==> src/rtl/uart2bus_pkg.sv <==
// rtl/uart2bus_pkg.sv - shared ASCII constants, FSM state types and hex helper for uart2bus
package uart2bus_pkg;

  localparam logic [7:0] ASCII_CR    = 8'h0D;
  localparam logic [7:0] ASCII_LF    = 8'h0A;
  localparam logic [7:0] ASCII_SPACE = 8'h20;
  localparam logic [7:0] ASCII_TAB   = 8'h09;
  localparam logic [7:0] ASCII_R_UP  = 8'h52;
  localparam logic [7:0] ASCII_R_LO  = 8'h72;
  localparam logic [7:0] ASCII_W_UP  = 8'h57;
  localparam logic [7:0] ASCII_W_LO  = 8'h77;

  typedef enum logic [2:0] {
    IDLE,
    SEND_HI,
    SEND_LO,
    SEND_CR,
    SEND_LF
  } fmt_state_t;

  typedef enum logic [1:0] {
    S_IDLE,
    S_START,
    S_DATA,
    S_STOP
  } ser_state_t;

  // Uppercase hex digit: 0-9 -> '0'-'9', A-F -> 'A'-'F'.
  function automatic logic [7:0] hex_ascii(input logic [3:0] nib);
    if (nib < 4'd10) return 8'h30 + {4'h0, nib};
    else             return 8'h37 + {4'h0, nib};
  endfunction

endpackage

==> src/rtl/uart_tx_byte.sv <==
// rtl/uart_tx_byte.sv - 8N1 byte serializer with tx_start/tx_data/tx_done handshake
module uart_tx_byte
  import uart2bus_pkg::*;
#(
  parameter int CLKS_PER_BIT = 434
) (
  input  logic       clock,
  input  logic       reset,
  input  logic       tx_start,
  input  logic [7:0] tx_data,
  output logic       tx_done,
  output logic       ser_out
);

  localparam int CNT_W = $clog2(CLKS_PER_BIT);
  localparam logic [CNT_W-1:0] CNT_LAST = CNT_W'(CLKS_PER_BIT - 1);

  ser_state_t       state;
  logic [2:0]       bit_idx;
  logic [CNT_W-1:0] baud_cnt;
  logic [7:0]       shift_data;
  logic             bit_end;

  assign bit_end = (baud_cnt == CNT_LAST);
  // tx_done marks the last cycle of the stop bit so a new start can follow with no gap.
  assign tx_done = (state == S_STOP) && bit_end;

  always_ff @(posedge clock or negedge reset) begin
    if (!reset) begin
      state      <= S_IDLE;
      bit_idx    <= 3'd0;
      baud_cnt   <= '0;
      shift_data <= 8'h00;
      ser_out    <= 1'b1;
    end else begin
      case (state)
        S_IDLE: begin
          baud_cnt <= '0;
          if (tx_start) begin
            state      <= S_START;
            shift_data <= tx_data;
            ser_out    <= 1'b0;
          end
        end
        S_START: begin
          baud_cnt <= bit_end ? '0 : baud_cnt + CNT_W'(1);
          if (bit_end) begin
            state   <= S_DATA;
            bit_idx <= 3'd0;
            ser_out <= shift_data[0];
          end
        end
        S_DATA: begin
          baud_cnt <= bit_end ? '0 : baud_cnt + CNT_W'(1);
          if (bit_end) begin
            if (bit_idx == 3'd7) begin
              state   <= S_STOP;
              ser_out <= 1'b1;
            end else begin
              bit_idx <= bit_idx + 3'd1;
              ser_out <= shift_data[bit_idx + 3'd1];
            end
          end
        end
        S_STOP: begin
          baud_cnt <= bit_end ? '0 : baud_cnt + CNT_W'(1);
          if (bit_end) begin
            if (tx_start) begin
              state      <= S_START;
              shift_data <= tx_data;
              ser_out    <= 1'b0;
            end else begin
              state   <= S_IDLE;
              ser_out <= 1'b1;
            end
          end
        end
        default: begin
          state    <= S_IDLE;
          baud_cnt <= '0;
          ser_out  <= 1'b1;
        end
      endcase
    end
  end

endmodule

==> src/rtl/uart_resp_tx.sv <==
// rtl/uart_resp_tx.sv - formats bus response bytes as hex text lines or raw bytes onto the UART
module uart_resp_tx
  import uart2bus_pkg::*;
#(
  parameter int CLKS_PER_BIT = 434
) (
  input  logic       clock,
  input  logic       reset,
  input  logic       rd_valid,
  input  logic [7:0] rd_data,
  input  logic       bin_mode,
  output logic       rd_ready,
  output logic       ser_out,
  output logic       busy
);

  fmt_state_t state;
  fmt_state_t next_char;
  logic [7:0] data_q;
  logic       bin_q;
  logic       accept;
  logic       tx_start;
  logic       tx_done;
  logic [7:0] tx_data;
  logic [7:0] src_byte;
  logic       src_bin;

  assign accept = rd_valid && rd_ready;
  assign busy   = ~rd_ready;

  // The first character is built straight from rd_data so its start bit leaves on the accept edge.
  always_comb begin
    next_char = state;
    tx_start  = 1'b0;
    src_byte  = data_q;
    src_bin   = bin_q;
    case (state)
      IDLE: begin
        tx_start  = accept;
        src_byte  = rd_data;
        src_bin   = bin_mode;
        next_char = bin_mode ? SEND_LO : SEND_HI;
      end
      SEND_HI: begin
        tx_start  = tx_done;
        next_char = SEND_LO;
      end
      SEND_LO: begin
        tx_start  = tx_done && !bin_q;
        next_char = bin_q ? IDLE : SEND_CR;
      end
      SEND_CR: begin
        tx_start  = tx_done;
        next_char = SEND_LF;
      end
      default: begin
        next_char = IDLE;
      end
    endcase

    tx_data = 8'h00;
    case (next_char)
      SEND_HI: tx_data = hex_ascii(src_byte[7:4]);
      SEND_LO: tx_data = src_bin ? src_byte : hex_ascii(src_byte[3:0]);
      SEND_CR: tx_data = ASCII_CR;
      SEND_LF: tx_data = ASCII_LF;
      default: tx_data = 8'h00;
    endcase
  end

  always_ff @(posedge clock or negedge reset) begin
    if (!reset) begin
      state    <= IDLE;
      data_q   <= 8'h00;
      bin_q    <= 1'b0;
      rd_ready <= 1'b1;
    end else if (state == IDLE) begin
      if (accept) begin
        state    <= next_char;
        data_q   <= rd_data;
        bin_q    <= bin_mode;
        rd_ready <= 1'b0;
      end
    end else if (tx_done) begin
      state    <= next_char;
      rd_ready <= (next_char == IDLE);
    end
  end

  uart_tx_byte #(
    .CLKS_PER_BIT(CLKS_PER_BIT)
  ) u_tx_byte (
    .clock   (clock),
    .reset   (reset),
    .tx_start(tx_start),
    .tx_data (tx_data),
    .tx_done (tx_done),
    .ser_out (ser_out)
  );

endmodule

==> config.mk <==
export PLATFORM = sky130hd
export DESIGN_NAME = uart_resp_tx
export DESIGN_NICKNAME = d
export VERILOG_FILES = /design/src/rtl/uart2bus_pkg.sv /design/src/rtl/uart_tx_byte.sv /design/src/rtl/uart_resp_tx.sv
export SDC_FILE = /design/constraint.sdc
export NUM_CORES = 1
export LEC_CHECK = 0
export CORE_MARGIN = 2
export CORE_UTILIZATION = 52
export DETAILED_ROUTE_END_ITERATION = 8
export GPL_ROUTABILITY_DRIVEN = 0
export PLACE_DENSITY = 0.71
export SLEW_MARGIN = 20
export SYNTH_ARGS = -nofsm -noshare
export SYNTH_HDL_FRONTEND = slang
export SYNTH_HIERARCHICAL = 1
export SYNTH_SLANG_ARGS = --single-unit
==> constraint.sdc <==
create_clock -name clock -period 5 [get_ports clock]
set_input_delay 0.5 -clock clock [delete_from_list [all_inputs] [get_ports clock]]
set_output_delay 0.5 -clock clock [all_outputs]
set_load 0.01 [all_outputs]
==> results.toml, run 1 <==
[floorplan]
io_pins = 15
dieWidth_um = 71.8
core_um2 = 4380
rows = 24
die-area_um2 = 5150
start_util_pct = 54.5
die_h_um = 71.8

[critical_path]
crit_type = "register to register"
crit_path_end_kind = "register"
cp_max_fo = 13
arrival_ns = 3.01
reg2regPathDepth = 5
rr_endpoint = "u_tx_byte/shift_data[7]"
crit_required_ns = 5.18
r2r_start = "state[0]"
critical_path.max_stage_delay_ns = 0.62
slowest_stage = "and3_1"
cp_cell_sequence = "nor3_4 -> and3_1 -> a31o_2 -> o21a_1 -> mux2_4"
critical_path.startpoint_type = "register"
reg2reg_slack_ns = 2.17

[cells_and_area]
area_growth_pct = 9.63
fin_nets = 265
layout_commonest_cell = "dfrtp_1"
final_cell_mix = "34 x dfrtp_1, 25 x nor2_1, 15 x nand2_1"
drive_gt1_share_pct = 17.7
antenna_cells = 0

[clock_network]
insertion_delay_ns = 0.29
cts-resized-gates = 0
cts_buffers = 5
cts_buffer_depth = 2
hold_buffers = 0
cts_setup_buffers = 0
cts_tree = "built"
clock-root-buffer = "clkbuf_8"
htree_levels = 2
path_clk_slew_ns = 0.07
cts.sinks = 36

[power]
power.share.sequential_pct = 55.5
p_int_w = 0.000409
power.density_nw_per_um2 = 200
p_leak_nw = 1.13
p_sw_w = 0.000115
p_clk_share_pct = 40.9
swShare_pct = 22.0
power.total_w = 0.000524
combPwrFrac_pct = 3.6
peakVddDrop_mv = 0.115

[logic_synthesis]
synth_warnings = 6
post_synth_num_cell_types = 58
ys_top_cells_by_area = "dfrtp_1 36%, mux2_4 6.3%, ha_1 5.8%, nor2_1 3.9%, mux2_2 3.8%"
synth_flop_cell = "dfrtp_1"
ys_seq_area_share_pct = 37.8
syn_inst = 230
ys_ff_latch = 36
synth-async-reset-ratio_pct = 100
synth_top_cell_area_share_pct = 35.6
synth_area_um2 = 2390
synthesis.nets = 253
synth_edf_count = 0
avgSynthCellArea_um2 = 10.4
synth_top_area_cell = "dfrtp_1"

[grt]
grt_pass1_vias = 1834
grt_pass1_wl_um = 8650
antenna_found_initial = 0
overflow = 0
grt_max_degree = 37
grt_use_total_pct = 21.8

[timing]
slew_headroom_pct = 46.2
finClkSkew_ns = 0.00771
final-hold-violation-count = 0
tns_ns = 0
finalSetupViolCount = 0
worstMarginPinSlew_ns = 0.807
period_needed_ns = 2.83
drv_slew = 0
rsz0062_at_grt = "no"
fin_crit_sh_pct = 56.6
max_freq_mhz = 353

[route]
first_iter_violations = 123
drt_first_pass_iters = 4
antenna_left = 0
wl_um = 4860
vias = 1760
post_drt_wl_per_cell_um = 16.5
viasPerCell = 5.97
drc = 0

[flow_run]
cap_violations = 0

[place]
dp_hpwl_um = 3540
port_buffers = 14

[hold_path]
hold_path.class = "input pin to asynchronous set/reset pin"

[outcome]
status = "complete, no violations"
sequential cells by signal, summed over array words and instances, names as in the netlist:
register / flops
u_tx_byte/state: 2
rd_ready: 1
u_tx_byte/baud_cnt: 9
u_tx_byte/shift_data: 8
u_tx_byte/bit_idx: 3
bin_q: 1
data_q: 8
u_tx_byte/ser_out: 1
state: 3
routing by layer:
| layer | share of wire [%] | vias to the layer above | GRT usage, % |
|---|---|---|---|
| li1 | - | 862 | - |
| met1 | 49 | 846 | 29.9 |
| met2 | 45 | 42 | 33.2 |
| met3 | 4.4 | 10 | 5.06 |
| met4 | 2.1 | 0 | 9.01 |
| met5 | 0 | - | 0 |
power by group through the flow:
| stage | sequential, W | combinational [W] | clock [W] |
|---|---|---|---|
| detailed placement | 0.000297 | 0.0000192 | 0 |
| global placement | 0.000297 | 0.0000191 | 0 |
| CTS | 0.000291 | 0.0000192 | 0.000221 |
| floorplan | 0.000297 | 0.00000205 | 0 |
| finish | 0.000291 | 0.0000189 | 0.000214 |
| global route | 0.000291 | 0.0000210 | 0.000236 |
kinds of logic (layout without fill, tap and decap cells):
family                   after synthesis  after routing  share of synthesized area (%)
AND/OR/NAND/NOR                       77             77                           17.4
AO/OA/AOI/OAI                         44             44                           13.5
flip-flops                            36             36                           37.8
multiplexers                          34             34                           18.3
buffers and inverters                 20             33                           4.35
adder cells (fa/ha/maj)               11             11                           5.76
XOR/XNOR                               8              8                           2.93
worst max path at each step:
stage | endpoint | from
detailed placement | u_tx_byte/shift_data[0] | state[0]
CTS | u_tx_byte/shift_data[0] | state[0]
global placement | u_tx_byte/shift_data[3] | state[0]
floorplan | u_tx_byte/state[1] | state[1]
finish | u_tx_byte/shift_data[7] | state[0]
global route | u_tx_byte/shift_data[2] | state[0]
through the flow:
stage	util (%)	instance area, um^2	worst slack (ns)	instances	hold slack, ns
floorplan	-	2390	2.73	230	0.204
global placement	57.6	2530	2.30	287	0.475
detailed placement	57.6	2530	2.22	287	0.477
CTS	59.8	2620	2.22	295	0.318
global route	59.8	2620	2.02	295	0.367
finish	59.8	2620	2.17	295	0.294
synth_stat cells (all sizes together), types with 2 or more instances:
library cell and number:
nor4 2, buf 6, a221oi 2, dfstp 2, a221o 2, dfrtp 34
and2 2, nor2b 3, mux2 24, xor2 3, inv 11, nand4 2
o21ai 12, mux4 2, a32o 3, nand3 5, ha 11, o31ai 3
a31oi 2, nand2b 3, mux2i 8, nor2 25, nor3 6, xnor2 5
a22o 5, and3 5, a21oi 6, clkbuf 3, nand2 15, or3 2
worst max-delay path: cells and delay by family (launching register included):
family / cells / cell delay, ns
AOI/OAI and AO/OA: 2 / 0.67
DFF: 1 / 0.53
muxes: 1 / 0.34
and+or+nand+nor: 2 / 1.17
area by class of cell:
type / count / area [um^2]
fill: 378 / 1760
multi-input combinational: 174 / 1380
sequential: 36 / 903
timing repair buffer: 14 / 135
clock buffer: 6 / 82.6
tap: 52 / 65.1
inverter: 11 / 41.3
clock inverter: 2 / 10.0
(Power assumes the default switching activity.)
==> run 2, diff against run 1 <==
==> constraint.sdc (replaced) <==
create_clock -name clock -period 2.64 [get_ports clock]
set_input_delay 0.264 -clock clock [delete_from_list [all_inputs] [get_ports clock]]
set_output_delay 0.264 -clock clock [all_outputs]
set_load 0.01 [all_outputs]
==> run 2 against run 1 <==
Effect of this change:
- sequential cell count is the same
- largest cell class unchanged
- non-clock buffer count is 4 higher
- core utilization is 1.1 points higher
- highest routed layer unchanged
- final cell count up 1.4%
- die area unchanged
- critical path type unchanged
- via count increased by 4.7%
- clock skew shrank 0.0030 ns
- routed wire length rose by 0.25%
- cell area is 1.9% higher
- largest power group unchanged
- register-to-register slack got worse by 2.0 ns
- combinational power grew 86%
==> results.toml, run 2 (synthesis gave the netlist of run 1 again) <==
[critical_path]
critical_path.max_stage_delay_ns = 0.49
crit_type = "register to register"
crit_required_ns = 2.82
arrival_ns = 2.61
slowest_stage = "dfrtp_1"
cp_max_fo = 10
crit_path_end_kind = "register"
critical_path.startpoint_type = "register"
cp_cell_sequence = "nor3_4 -> mux2i_1 -> ha_1 -> a21oi_1 -> o31ai_1 -> o21ai_1 -> mux2_4"

[grt]
grt_use_total_pct = 20.2
overflow = 0
grt_pass1_vias = 1703
antenna_found_initial = 0
grt_pass1_wl_um = 8140
grt_max_degree = 37

[flow_run]
cap_violations = 0

[power]
power.share.sequential_pct = 51.3
peakVddDrop_mv = 0.200
p_int_w = 0.000846
p_clk_share_pct = 45.5
p_leak_nw = 1.15
swShare_pct = 21.4
power.density_nw_per_um2 = 403
combPwrFrac_pct = 3.3
p_sw_w = 0.000230
power.total_w = 0.00108

[route]
antenna_left = 0
first_iter_violations = 117
drt_first_pass_iters = 5
post_drt_wl_per_cell_um = 16.3
vias = 1842
wl_um = 4870
viasPerCell = 6.16
drc = 0

[clock_network]
hold_buffers = 0
cts.sinks = 36
cts-resized-gates = 0
clock-root-buffer = "clkbuf_8"
path_clk_slew_ns = 0.08
cts_buffers = 5
cts_buffer_depth = 2
cts_tree = "built"
htree_levels = 2
insertion_delay_ns = 0.29
cts_setup_buffers = 0

[place]
port_buffers = 14
dp_hpwl_um = 3600

[timing]
max_freq_mhz = 411
drv_slew = 0
tns_ns = 0
period_needed_ns = 2.43
fin_crit_sh_pct = 92.1
finClkSkew_ns = 0.00471
final-hold-violation-count = 0
rsz0062_at_grt = "no"
slew_headroom_pct = 45.6
worstMarginPinSlew_ns = 0.816
finalSetupViolCount = 0

[hold_path]
hold_path.class = "input pin to asynchronous set/reset pin"

[floorplan]
core_um2 = 4380
rows = 24
dieWidth_um = 71.8
die_h_um = 71.8
io_pins = 15
start_util_pct = 54.5
die-area_um2 = 5150

[cells_and_area]
largest_reg_flops = 9
layout_commonest_cell = "dfrtp_1"
area_growth_pct = 11.7
ff_latch_area_um2 = 903
top_register = "u_tx_byte/baud_cnt"
multi_input_area_um2 = 1380
antenna_cells = 0
fillers = 390
fin_nets = 269
drive_gt1_share_pct = 19.0
reg_top3 = "u_tx_byte/baud_cnt x9, data_q x8, u_tx_byte/shift_data x8"
final_cell_mix = "34 x dfrtp_1, 25 x nor2_1, 15 x nand2_1"

[outcome]
status = "complete, no violations"
run 2: cell count changes in the layout (fill, tap and decap cells not counted):
cell	change
clkinvlp_4	+1
bufinv_16	+1
clkinv_2	-1
clkbuf_8	-1
buf_4	+4
run 2: critical path: cells and delay by family, from the launching register on:
family / cells / cell delay (ns)
and+or+nand+nor: 1 / 0.42
muxes: 2 / 0.70
DFF: 1 / 0.49
adders and majority gates: 1 / 0.26
AOI/OAI and AO/OA: 3 / 0.45
run 2: metrics by stage:
stage / setup slack, ns / hold slack [ns] / std cells / area (um^2) / utilization (%)
global route: 0.0533 / 0.120 / 299 / 2670 / 60.9
floorplan: 0.366 / -0.0316 / 230 / 2390 / -
detailed placement: 0.285 / 0.411 / 291 / 2560 / 58.3
CTS: 0.244 / 0.0896 / 299 / 2670 / 60.9
global placement: 0.374 / 0.403 / 291 / 2560 / 58.3
finish: 0.208 / 0.0602 / 299 / 2670 / 60.9
run 2: final cells by class:
| type | instances | share of cell area (%) |
|---|---|---|
| Tap cell | 52 | 2.44 |
| Multi-Input combinational cell | 174 | 51.8 |
| Clock buffer | 5 | 2.58 |
| Sequential cell | 36 | 33.8 |
| Inverter | 11 | 1.55 |
| Timing Repair Buffer | 18 | 6.19 |
| Clock inverter | 3 | 1.59 |
run 2: power by group through the flow:
stage           logic [W]  registers, W  clock network [W]
2_1_floorplan  0.00000389      0.000562                  0
3_3_place_gp    0.0000359      0.000562                  0
3_5_place_dp    0.0000361      0.000562                  0
4_1_cts         0.0000363      0.000551           0.000512
5_1_grt         0.0000395      0.000551           0.000528
6_report        0.0000352      0.000551           0.000489
run 2: routing by layer:
| layer | up-vias | routed length, um | track usage (%) |
|---|---|---|---|
| li1 | 866 | - | - |
| met1 | 923 | 2430 | 29.7 |
| met4 | 0 | 83 | 7.97 |
| met2 | 45 | 2140 | 28.9 |
| met5 | - | 0 | 0 |
| met3 | 8 | 215 | 4.50 |
run 2: final timing paths:
kind	startpoint	endpoint	slack (ns)	cells after the start
max in group asynchronous	reset	u_tx_byte/shift_data[4]	2.07	1
worst max register to register	state[1]	u_tx_byte/shift_data[2]	0.21	7
min in group clock	data_q[7]	data_q[7]	0.49	1
worst min-delay path	reset	bin_q	0.06	1
worst min register to register	data_q[7]	data_q[7]	0.49	1
worst max-delay path	state[1]	u_tx_byte/shift_data[2]	0.21	7
